## src/rtl/mem_arbiter_if.sv

```systemverilog
// Bus bundle between the two caches, the arbiter and the single RAM port.
// The arbiter takes the slave view; caches and RAM model take the master view.
interface mem_arbiter_if;
    logic        iREN;
    logic [31:0] iaddr;
    logic        iwait;
    logic [31:0] iload;
    logic        dREN;
    logic        dWEN;
    logic [31:0] daddr;
    logic [31:0] dstore;
    logic        dwait;
    logic [31:0] dload;
    logic        ramREN;
    logic        ramWEN;
    logic [31:0] ramaddr;
    logic [31:0] ramstore;
    logic [31:0] ramload;
    logic [1:0]  ramstate;

    modport slave (
        input  iREN, iaddr, dREN, dWEN, daddr, dstore, ramload, ramstate,
        output iwait, iload, dwait, dload, ramREN, ramWEN, ramaddr, ramstore
    );

    modport master (
        output iREN, iaddr, dREN, dWEN, daddr, dstore, ramload, ramstate,
        input  iwait, iload, dwait, dload, ramREN, ramWEN, ramaddr, ramstore
    );
endinterface

```

## src/rtl/mem_arbiter.sv

```systemverilog
// Registered-grant arbiter putting icache fills and dcache reads/writes onto
// one RAM port; outputs are combinational from state and live inputs.
module mem_arbiter #(
    parameter bit FAIR   = 1'b1,
    parameter int ECNT_W = 8
) (
    input  logic              CLK,
    input  logic              nRST,
    mem_arbiter_if.slave      bus,
    output logic [ECNT_W-1:0] err_cnt
);
    localparam logic [1:0] RS_ACCESS = 2'd2;
    localparam logic [1:0] RS_ERROR  = 2'd3;

    typedef enum logic [1:0] {IDLE, ISERV, DSERV} state_t;

    state_t            r_state, w_next;
    logic              r_last_d, w_last_d_next;
    logic [ECNT_W-1:0] r_err_cnt;
    logic              w_err;
    logic              w_ireq, w_dreq;

    assign w_ireq  = bus.iREN;
    assign w_dreq  = bus.dREN | bus.dWEN;
    assign err_cnt = r_err_cnt;

    always_ff @(posedge CLK) begin
        if (!nRST) begin
            r_state   <= IDLE;
            r_last_d  <= 1'b0;
            r_err_cnt <= '0;
        end else begin
            r_state  <= w_next;
            r_last_d <= w_last_d_next;
            if (w_err && (r_err_cnt != {ECNT_W{1'b1}}))
                r_err_cnt <= r_err_cnt + 1'b1;
        end
    end

    always_comb begin
        w_next        = r_state;
        w_last_d_next = r_last_d;
        w_err         = 1'b0;
        bus.iwait     = 1'b1;
        bus.dwait     = 1'b1;
        bus.iload     = '0;
        bus.dload     = '0;
        bus.ramREN    = 1'b0;
        bus.ramWEN    = 1'b0;
        bus.ramaddr   = '0;
        bus.ramstore  = '0;
        case (r_state)
            IDLE: begin
                if (w_ireq && w_dreq)
                    w_next = (FAIR && r_last_d) ? ISERV : DSERV;
                else if (w_dreq)
                    w_next = DSERV;
                else if (w_ireq)
                    w_next = ISERV;
            end
            ISERV: begin
                bus.ramaddr = bus.iaddr;
                // A dropped iREN abandons the fetch even if RAM reports ACCESS.
                if (!bus.iREN) begin
                    w_next = IDLE;
                end else begin
                    bus.ramREN = 1'b1;
                    if (bus.ramstate == RS_ACCESS) begin
                        bus.iwait     = 1'b0;
                        bus.iload     = bus.ramload;
                        w_next        = IDLE;
                        w_last_d_next = 1'b0;
                    end else if (bus.ramstate == RS_ERROR) begin
                        w_err = 1'b1;
                    end
                end
            end
            DSERV: begin
                bus.ramaddr = bus.daddr;
                if (!w_dreq) begin
                    w_next = IDLE;
                end else begin
                    if (bus.dWEN) begin
                        bus.ramWEN   = 1'b1;
                        bus.ramstore = bus.dstore;
                    end else begin
                        bus.ramREN = 1'b1;
                    end
                    if (bus.ramstate == RS_ACCESS) begin
                        bus.dwait     = 1'b0;
                        bus.dload     = bus.dWEN ? 32'd0 : bus.ramload;
                        w_next        = IDLE;
                        w_last_d_next = 1'b1;
                    end else if (bus.ramstate == RS_ERROR) begin
                        w_err = 1'b1;
                    end
                end
            end
            default: w_next = IDLE;
        endcase
    end
endmodule
```

## src/flat_wrapper.sv

```systemverilog
// flat-port wrapper written by rule: the top's interface ports become plain ports
module mem_arbiter_flat 
#(
    parameter bit FAIR   = 1'b1,
    parameter int ECNT_W = 8
)
  (CLK, nRST, err_cnt, bus_iREN, bus_iaddr, bus_dREN, bus_dWEN, bus_daddr, bus_dstore, bus_ramload, bus_ramstate, bus_iwait, bus_iload, bus_dwait, bus_dload, bus_ramREN, bus_ramWEN, bus_ramaddr, bus_ramstore);
  mem_arbiter_if bus_i ();
  input  logic CLK;
  input  logic nRST;
  output logic [ECNT_W-1:0] err_cnt;
  input wire logic [$bits(bus_i.iREN)-1:0] bus_iREN;
  input wire logic [$bits(bus_i.iaddr)-1:0] bus_iaddr;
  input wire logic [$bits(bus_i.dREN)-1:0] bus_dREN;
  input wire logic [$bits(bus_i.dWEN)-1:0] bus_dWEN;
  input wire logic [$bits(bus_i.daddr)-1:0] bus_daddr;
  input wire logic [$bits(bus_i.dstore)-1:0] bus_dstore;
  input wire logic [$bits(bus_i.ramload)-1:0] bus_ramload;
  input wire logic [$bits(bus_i.ramstate)-1:0] bus_ramstate;
  output wire logic [$bits(bus_i.iwait)-1:0] bus_iwait;
  output wire logic [$bits(bus_i.iload)-1:0] bus_iload;
  output wire logic [$bits(bus_i.dwait)-1:0] bus_dwait;
  output wire logic [$bits(bus_i.dload)-1:0] bus_dload;
  output wire logic [$bits(bus_i.ramREN)-1:0] bus_ramREN;
  output wire logic [$bits(bus_i.ramWEN)-1:0] bus_ramWEN;
  output wire logic [$bits(bus_i.ramaddr)-1:0] bus_ramaddr;
  output wire logic [$bits(bus_i.ramstore)-1:0] bus_ramstore;
  assign bus_i.iREN = bus_iREN;
  assign bus_i.iaddr = bus_iaddr;
  assign bus_i.dREN = bus_dREN;
  assign bus_i.dWEN = bus_dWEN;
  assign bus_i.daddr = bus_daddr;
  assign bus_i.dstore = bus_dstore;
  assign bus_i.ramload = bus_ramload;
  assign bus_i.ramstate = bus_ramstate;
  assign bus_iwait = bus_i.iwait;
  assign bus_iload = bus_i.iload;
  assign bus_dwait = bus_i.dwait;
  assign bus_dload = bus_i.dload;
  assign bus_ramREN = bus_i.ramREN;
  assign bus_ramWEN = bus_i.ramWEN;
  assign bus_ramaddr = bus_i.ramaddr;
  assign bus_ramstore = bus_i.ramstore;
  mem_arbiter #(.FAIR(FAIR), .ECNT_W(ECNT_W)) u_core (.CLK(CLK), .nRST(nRST), .bus(bus_i), .err_cnt(err_cnt));
endmodule
```

## config.mk

```make
export PLATFORM = sky130hd
export DESIGN_NAME = mem_arbiter_flat
export DESIGN_NICKNAME = d
export VERILOG_FILES = /design/src/rtl/mem_arbiter_if.sv /design/src/rtl/mem_arbiter.sv /design/src/flat_wrapper.sv
export SDC_FILE = /design/constraint.sdc
export NUM_CORES = 1
export LEC_CHECK = 0
export ABC_AREA = 1
export BUFFER_PORTS_ARGS = -buffer_cell sky130_fd_sc_hd__buf_4
export CORE_AREA = 2 2 106 108
export DETAILED_ROUTE_END_ITERATION = 10
export DIE_AREA = 0 0 108 110
export PLACE_DENSITY = 0.62
export SYNTH_ARGS = -nofsm -noshare
export SYNTH_HDL_FRONTEND = slang
export SYNTH_SLANG_ARGS = --single-unit
```

## constraint.sdc

```tcl
create_clock -name CLK -period 1.6 [get_ports CLK]
set_input_delay 0.32 -clock CLK [delete_from_list [all_inputs] [get_ports CLK]]
set_output_delay 0.32 -clock CLK [all_outputs]
set_load 0.02 [all_outputs]
```

==> results of run 1 <==
-- metrics by stage --
stage / cells / setup WS, ps / total power [mW] / TNS, ps / util [%]
finish: 845 / -322 / 2.16 / -34020 / 57.6
global route: 845 / -372 / 2.27 / -42330 / 57.6
detailed placement: 821 / -80.0 / 1.46 / -3340 / 46.0
floorplan: 403 / -90.4 / 0.877 / -652 / -
CTS: 842 / -318 / 2.06 / -29270 / 53.8
global placement: 821 / -70.5 / 1.45 / -2580 / 46.0
-- Yosys cell counts --
library cell	n	area, sq um
xnor2_1	1	8.76
dfxtp_1	11	220
nor2_4	2	22.5
inv_2	2	7.51
or2_1	1	6.26
nor3_2	29	290
buf_4	1	7.51
o21ai_0	2	10.0
buf_1	3	11.3
a21oi_1	43	215
nor2_2	1	6.26
nand4_1	4	25.0
nand2_2	2	12.5
nor3_1	3	15.0
nand2_1	105	394
inv_1	82	308
buf_2	7	35.0
xor2_1	1	8.76
nand3b_1	1	7.51
a21oi_2	1	8.76
clkbuf_1	11	41.3
nand3_1	8	40.0
ha_1	5	62.6
buf_6	3	33.8
nand3_2	2	20.0
nor2_1	72	270
-- critical path, delay by kind of cell, from the launching register on --
family	cells	cell delay, ps
AOI/OAI and AO/OA	1	150
adders and majority gates	1	150
buffers and inverters	4	650
DFF	1	320
and+or+nand+nor	1	100
-- state kept, by name, indices dropped and copies added (netlist names) --
name,cells
u_core.r_state,2
u_core.r_last_d,1
u_core.err_cnt,8
-- report_power, final --
part,switching [mW],internal (mW)
clock,0.108,0.175
combinational,0.839,0.749
sequential,0.00955,0.282
-- cells by family after synthesis --
| group | count (synthesis) | synth area share (%) |
|---|---|---|
| flip-flops | 11 | 10.5 |
| XOR/XNOR | 2 | 0.839 |
| adder cells (fa/ha/maj) | 5 | 3.00 |
| AND/OR/NAND/NOR | 230 | 53.1 |
| buffers and inverters | 109 | 21.3 |
| AO/OA/AOI/OAI | 46 | 11.2 |
-- worst max-delay path by stage --
stage	startpoint	endpoint	cells past startpoint	slack, ps
after floorplan	u_core.r_state[0]	bus_dload[0]	6	-90
after global placement	u_core.r_state[0]	bus_dload[22]	7	-70
after detailed placement	u_core.r_state[0]	bus_dload[1]	7	-80
after CTS	u_core.r_state[0]	bus_ramaddr[19]	8	-320
after global routing	u_core.r_state[0]	bus_dload[11]	7	-370
final	u_core.r_state[0]	bus_ramaddr[6]	7	-320
-- metal layers --
metal | track usage (%) | wire [um] | vias up
met5 | 0 | 0 | -
met4 | 4.49 | 460 | 0
met3 | 2.65 | 854 | 34
met2 | 36.8 | 7610 | 167
met1 | 22.1 | 5020 | 1758
li1 | - | - | 1821
-- layout make-up --
type / instances / share of cell area [%]
Inverter: 84 / 5.36
Clock buffer: 4 / 0.732
Tap cell: 140 / 2.84
Timing Repair Buffer: 322 / 50.8
Multi-Input combinational cell: 284 / 36.6
Sequential cell: 11 / 3.66
-- what timing repair did --
action                                  in CTS  in global routing
gates cloned                                 8                  3
hold endpoints to repair                     0                  0
pin swaps                                    1                 11
setup buffers                                9                  2
resized for setup                          110                 79
endpoints found under the setup margin     136                143
==> key figures, run 1 <==
Global route
  • Total grt overflow: 0
  • Global-route usage over all layers: around a fifth
  • Pin count of the biggest net entering global routing: 18
  • Vias in the first global route: roughly 3,500
  • Initial antenna violation count: 0
  • First-pass GRT wire length: approximately 18,000 um

Status
  • Outcome: finished, violations left
  • Failing checks: setup timing

Timing
  • Final worst-path cycle share: 120%
  • Worst Tran Pin Value: around 470 ps
  • Post-route minimum period: roughly 1900 ps
  • Max Slew Vio Count: 0
  • Fmax: 520 MHz
  • RSZ-0062 raised after global routing: yes
  • Finish-stage setup viols: 138
  • Final hold slack: between 400 and 500 ps
  • Final WS setup: -322 ps
  • Final Hold Fails: 0
  • Slew HR: between 60% and 70%
  • Skew final: about 3.7 ps

Yosys
  • Syn. warnings: 0
  • Synthesized flop and latch total: 11
  • Mapped Cells: between 400 and 500
  • Post-Syn Area: between 2000 and 2500 sq um
  • Unique masters post-synth: 26
  • Syn Nets: roughly 540
  • Synth Area per Inst: 5.18 sq um
  • Register area share after synthesis: 10.5%

Routing
  • DR DRC count: 0
  • Via/cell ratio: approximately 4.5
  • DR vias: roughly 3,800
  • DRT iter0 DRCs: just under 200
  • Drt wl/cell: 16.5 um
  • First-pass iteration count of the detailed router: 4
  • Antenna-violating nets left: 0
  • Total Wirelength: between 10,000 and 15,000 um

Setup path
  • Worst path most repeated cell: buf_4
  • Crit-path max cell delay: 320 ps
  • Reg2Reg Depth: 9
  • Setup crit end kind: primary output
  • CP arrival: about 1600 ps
  • Critical R2R Launch: u_core.r_state[0]
  • Max FO, Critical Path: 9
  • Worst R2R End: u_core.err_cnt[5]
  • Worst R2R Setup Slack: -30 ps
  • Worst EP required: 1280 ps
  • Startpoint Class: flip-flop
  • CP Class: reg -> out
  • Critical Path, Cell by Cell: inv_2 -> ha_4 -> buf_4 -> buf_4 -> nand2_1 -> a21oi_2 -> buf_4
  • Slowest stage cell, crit path: dfxtp_2

Floorplanning
  • Die Span Y: 110 um
  • Row cnt: 38
  • IO Count: roughly 280
  • Core Footprint: roughly 11,000 sq um
  • DIE WIDTH: approximately 110 um
  • Die area: between 10,000 and 15,000 sq um
  • Initial Util: between 10% and 20%

CTS
  • Clock Pin Slew Worst Setup and Hold Paths: around 50 ps
  • Cts bufs inserted: 3
  • Htree depth: 1
  • CTS Sinks: 11
  • Max Root-Sink Buffers: 2
  • Post-CTS Hold Buffers: 0
  • Clk_lat worst skew: ~240 ps
  • CTS Root Cell: clkbuf_8
  • CTS tree: done

Worst hold path
  • Worst Hold End: u_core.r_last_d
  • Worst min path class: reg -> reg
  • Hold path cells: 2
  • Hold path start: u_core.r_last_d

Layout
  • Synthesis-to-finish area growth: 195%
  • Most frequent cells in the layout: buf_4, nand2_1, buf_6, inv_1, nor2_1
  • Fillers: a little over 900
  • Fin area: approximately 6200 sq um
  • Commonest non-fill, non-tap cell in the layout: buf_4
  • Register Area: between 200 and 250 sq um
  • Multi-input gate area: approximately 2300 sq um
  • Ratio of cells with drive above 1 in the final layout: 64.8%
  • Fin nets: 846
  • # diodes: 0

Placed design
  • Buffers on Ports: around 270
  • Post-DP HPWL: 9460 um
  • Gp weighted congestion: 0.814
  • Placement Cell Area: between 4000 and 5000 sq um

Pwr
  • Lkg Pwr: between 3 and 4 nW
  • Pwr Density: 351 nW/um^2
  • Worst vdd ir: between 0.4 and 0.5 mV

Flow run
  • Max-cap check violation count: 0
Power figures use the tool's default switching activity.
==> inputs of run 2 (changes only) <==
Settings changed: CELL_PAD_IN_SITES_DETAIL_PLACEMENT set to 0, CELL_PAD_IN_SITES_GLOBAL_PLACEMENT set to 1, CORE_AREA 2 2 106 108 to not set, CORE_MARGIN set to 2, CORE_UTILIZATION set to 18, CTS_CLUSTER_SIZE set to 8, DIE_AREA 0 0 108 110 to not set, PLACE_DENSITY 0.62 to 0.91.
==> key figures, run 2 (same netlist as run 1, synthesis figures left out) <==
Timing
  • Post-route minimum period: 1940 ps (+21.4 ps)
  • Max Slew Vio Count: 0 (unchanged)
  • Final worst-path cycle share: 121% (+1.3 points)
  • Worst Tran Pin Value: 358 ps (-111 ps)
  • Finish-stage setup viols: 132 (-4.3%)
  • Final WS setup: -343 ps (-21.4 ps)
  • Skew final: 1.13 ps (-2.61 ps)
  • Fmax: 515 MHz (-1.1%)
  • RSZ-0062 raised after global routing: yes
  • Final Hold Fails: 0 (unchanged)
  • Slew HR: 76.1% (+7.4 points)

CTS
  • Clock Pin Slew Worst Setup and Hold Paths: 40 ps (about the same)
  • CTS Sinks: 11 (unchanged)
  • Cts bufs inserted: 3 (unchanged)
  • Htree depth: 1 (unchanged)
  • Max Root-Sink Buffers: 2 (unchanged)
  • Clk_lat worst skew: 240 ps (about the same)
  • Post-CTS Hold Buffers: 0 (unchanged)
  • CTS Root Cell: clkbuf_16
  • CTS tree: done

Layout
  • Ratio of cells with drive above 1 in the final layout: 61.4% (-3.4 points)
  • Final Util: 50.1% (-7.5 points)
  • Fin cells: 832 (-1.5%)
  • # diodes: 0 (unchanged)
  • Commonest non-fill, non-tap cell in the layout: buf_4
  • Most frequent cells in the layout: buf_4, nand2_1, inv_1, buf_6, nor2_1
  • Max reg flops: 8 (unchanged)
  • Multi-input gate area: 2050 sq um (-9.3%)
  • Register Area: 225 sq um (unchanged)
  • Fillers: 1,070 (+15%)
  • Fin nets: 830 (-1.9%)
  • Synthesis-to-finish area growth: 173%

Setup path
  • CP Class: reg -> out
  • Max FO, Critical Path: 7 (-2)
  • Critical R2R Launch: u_core.r_state[1]
  • Startpoint Class: flip-flop
  • Reg2Reg Depth: 8 (-1)
  • Worst R2R Setup Slack: 70 ps (+100 ps)
  • CP arrival: 1620 ps (+20 ps)
  • Worst EP required: 1280 ps (about the same)
  • Worst setup path start: u_core.r_state[0]
  • Setup crit end kind: primary output

Global route
  • Pin count of the biggest net entering global routing: 35 (+17)
  • Vias in the first global route: 3,347 (-3.4%)
  • Initial antenna violation count: 0 (unchanged)
  • First-pass GRT wire length: 16,800 um (-6.1%)
  • Total grt overflow: 0 (unchanged)
  • Global-route usage over all layers: 16.1% (-2.9 points)

Placed design
  • Setup Slack @ Placement: -103 ps (-22.7 ps)
  • Gp weighted congestion: 0.881 (+8.3%)
  • Dpl cells: 817 (-0.49%)
  • Buffers on Ports: 274 (unchanged)
  • Post-DP HPWL: 9070 um (-4.1%)

Worst hold path
  • Worst min path class: reg -> reg
  • Hold path cells: 2 (unchanged)
  • Hold path start: u_core.r_last_d

Status
  • Outcome: finished, violations left
  • Failing checks: setup timing

Pwr
  • Lkg Pwr: 2.87 nW (-4.6%)
  • Worst vdd ir: 0.409 mV (-0.69%)
  • Tot Pwr: 2.06 mW (-4.9%)
  • Pwr Density: 361 nW/um^2 (+2.8%)

Routing
  • Total Wirelength: 12,100 um (-13%)
  • DRT iter0 DRCs: 144 (-26%)
  • Via/cell ratio: 4.31 (-3.6%)
  • Drt wl/cell: 14.6 um (-12%)
  • DR DRC count: 0 (unchanged)
  • First-pass iteration count of the detailed router: 4 (unchanged)
  • DR vias: 3,588 (-5.1%)
  • Antenna-violating nets left: 0 (unchanged)

Floorplanning
  • IO Count: 275 (unchanged)
  • Core Footprint: 11,400 sq um (+6.3%)
  • Row cnt: 39 (+2.6%)
  • Initial Util: 18.4% (-1.2 points)
  • Die Span Y: 112 um (+1.6%)
  • Die area: 12,500 sq um (+5.0%)
  • DIE WIDTH: 112 um (+3.4%)

Flow run
  • Max-cap check violation count: 0 (unchanged)
[run 2: path summary, 6_finish.rpt]
| path | to |
|---|---|
| setup / recovery | bus_dload[1] |
| setup reg to reg | u_core.err_cnt[7] |
| hold / removal | u_core.r_last_d |
| hold reg to reg | u_core.r_last_d |
[run 2: timing repair]
item	CTS	global route
resized for setup	25	99
setup buffers	0	3
setup endpoints to repair	131	140
pin swaps	0	5
cloned	0	8
[run 2: cell type report]
cell class	instances	area share (%)
Tap cell	143	3.14
Clock buffer	4	1.38
Multi-Input combinational cell	283	35.9
Inverter	84	5.58
Sequential cell	11	3.96
Timing Repair Buffer	307	50.0
[run 2: power by group]
| group | switching (mW) | internal (mW) |
|---|---|---|
| Clock | 0.131 | 0.335 |
| Sequential | 0.00802 | 0.282 |
| Combinational | 0.704 | 0.596 |
[run 2: layer usage]
| metal | up-vias | share of wire, % | track usage [%] |
|---|---|---|---|
| met5 | - | 0 | 0 |
| met3 | 15 | 5.3 | 2.07 |
| met4 | 0 | 0.63 | 2.47 |
| li1 | 1787 | - | - |
| met2 | 126 | 56 | 31.4 |
| met1 | 1660 | 38 | 19.0 |
[run 2: worst max-delay path, stage by stage, from the launching register on]
cell and delay (ps):
dfxtp_4 350, inv_4 60, ha_4 130, nand2_4 40, or2_4 330, buf_6 170, nor3_2 130, buf_4 170
[run 2: through the flow]
stage | hold WS (ps) | instance area (sq um) | setup TNS [ps]
6_report | 471 | 5690 | -33510
5_1_grt | 478 | 5690 | -43720
2_1_floorplan | 436 | 2510 | -652
3_3_place_gp | 447 | 4880 | -841
4_1_cts | 464 | 5050 | -30490
3_5_place_dp | 458 | 4880 | -1820
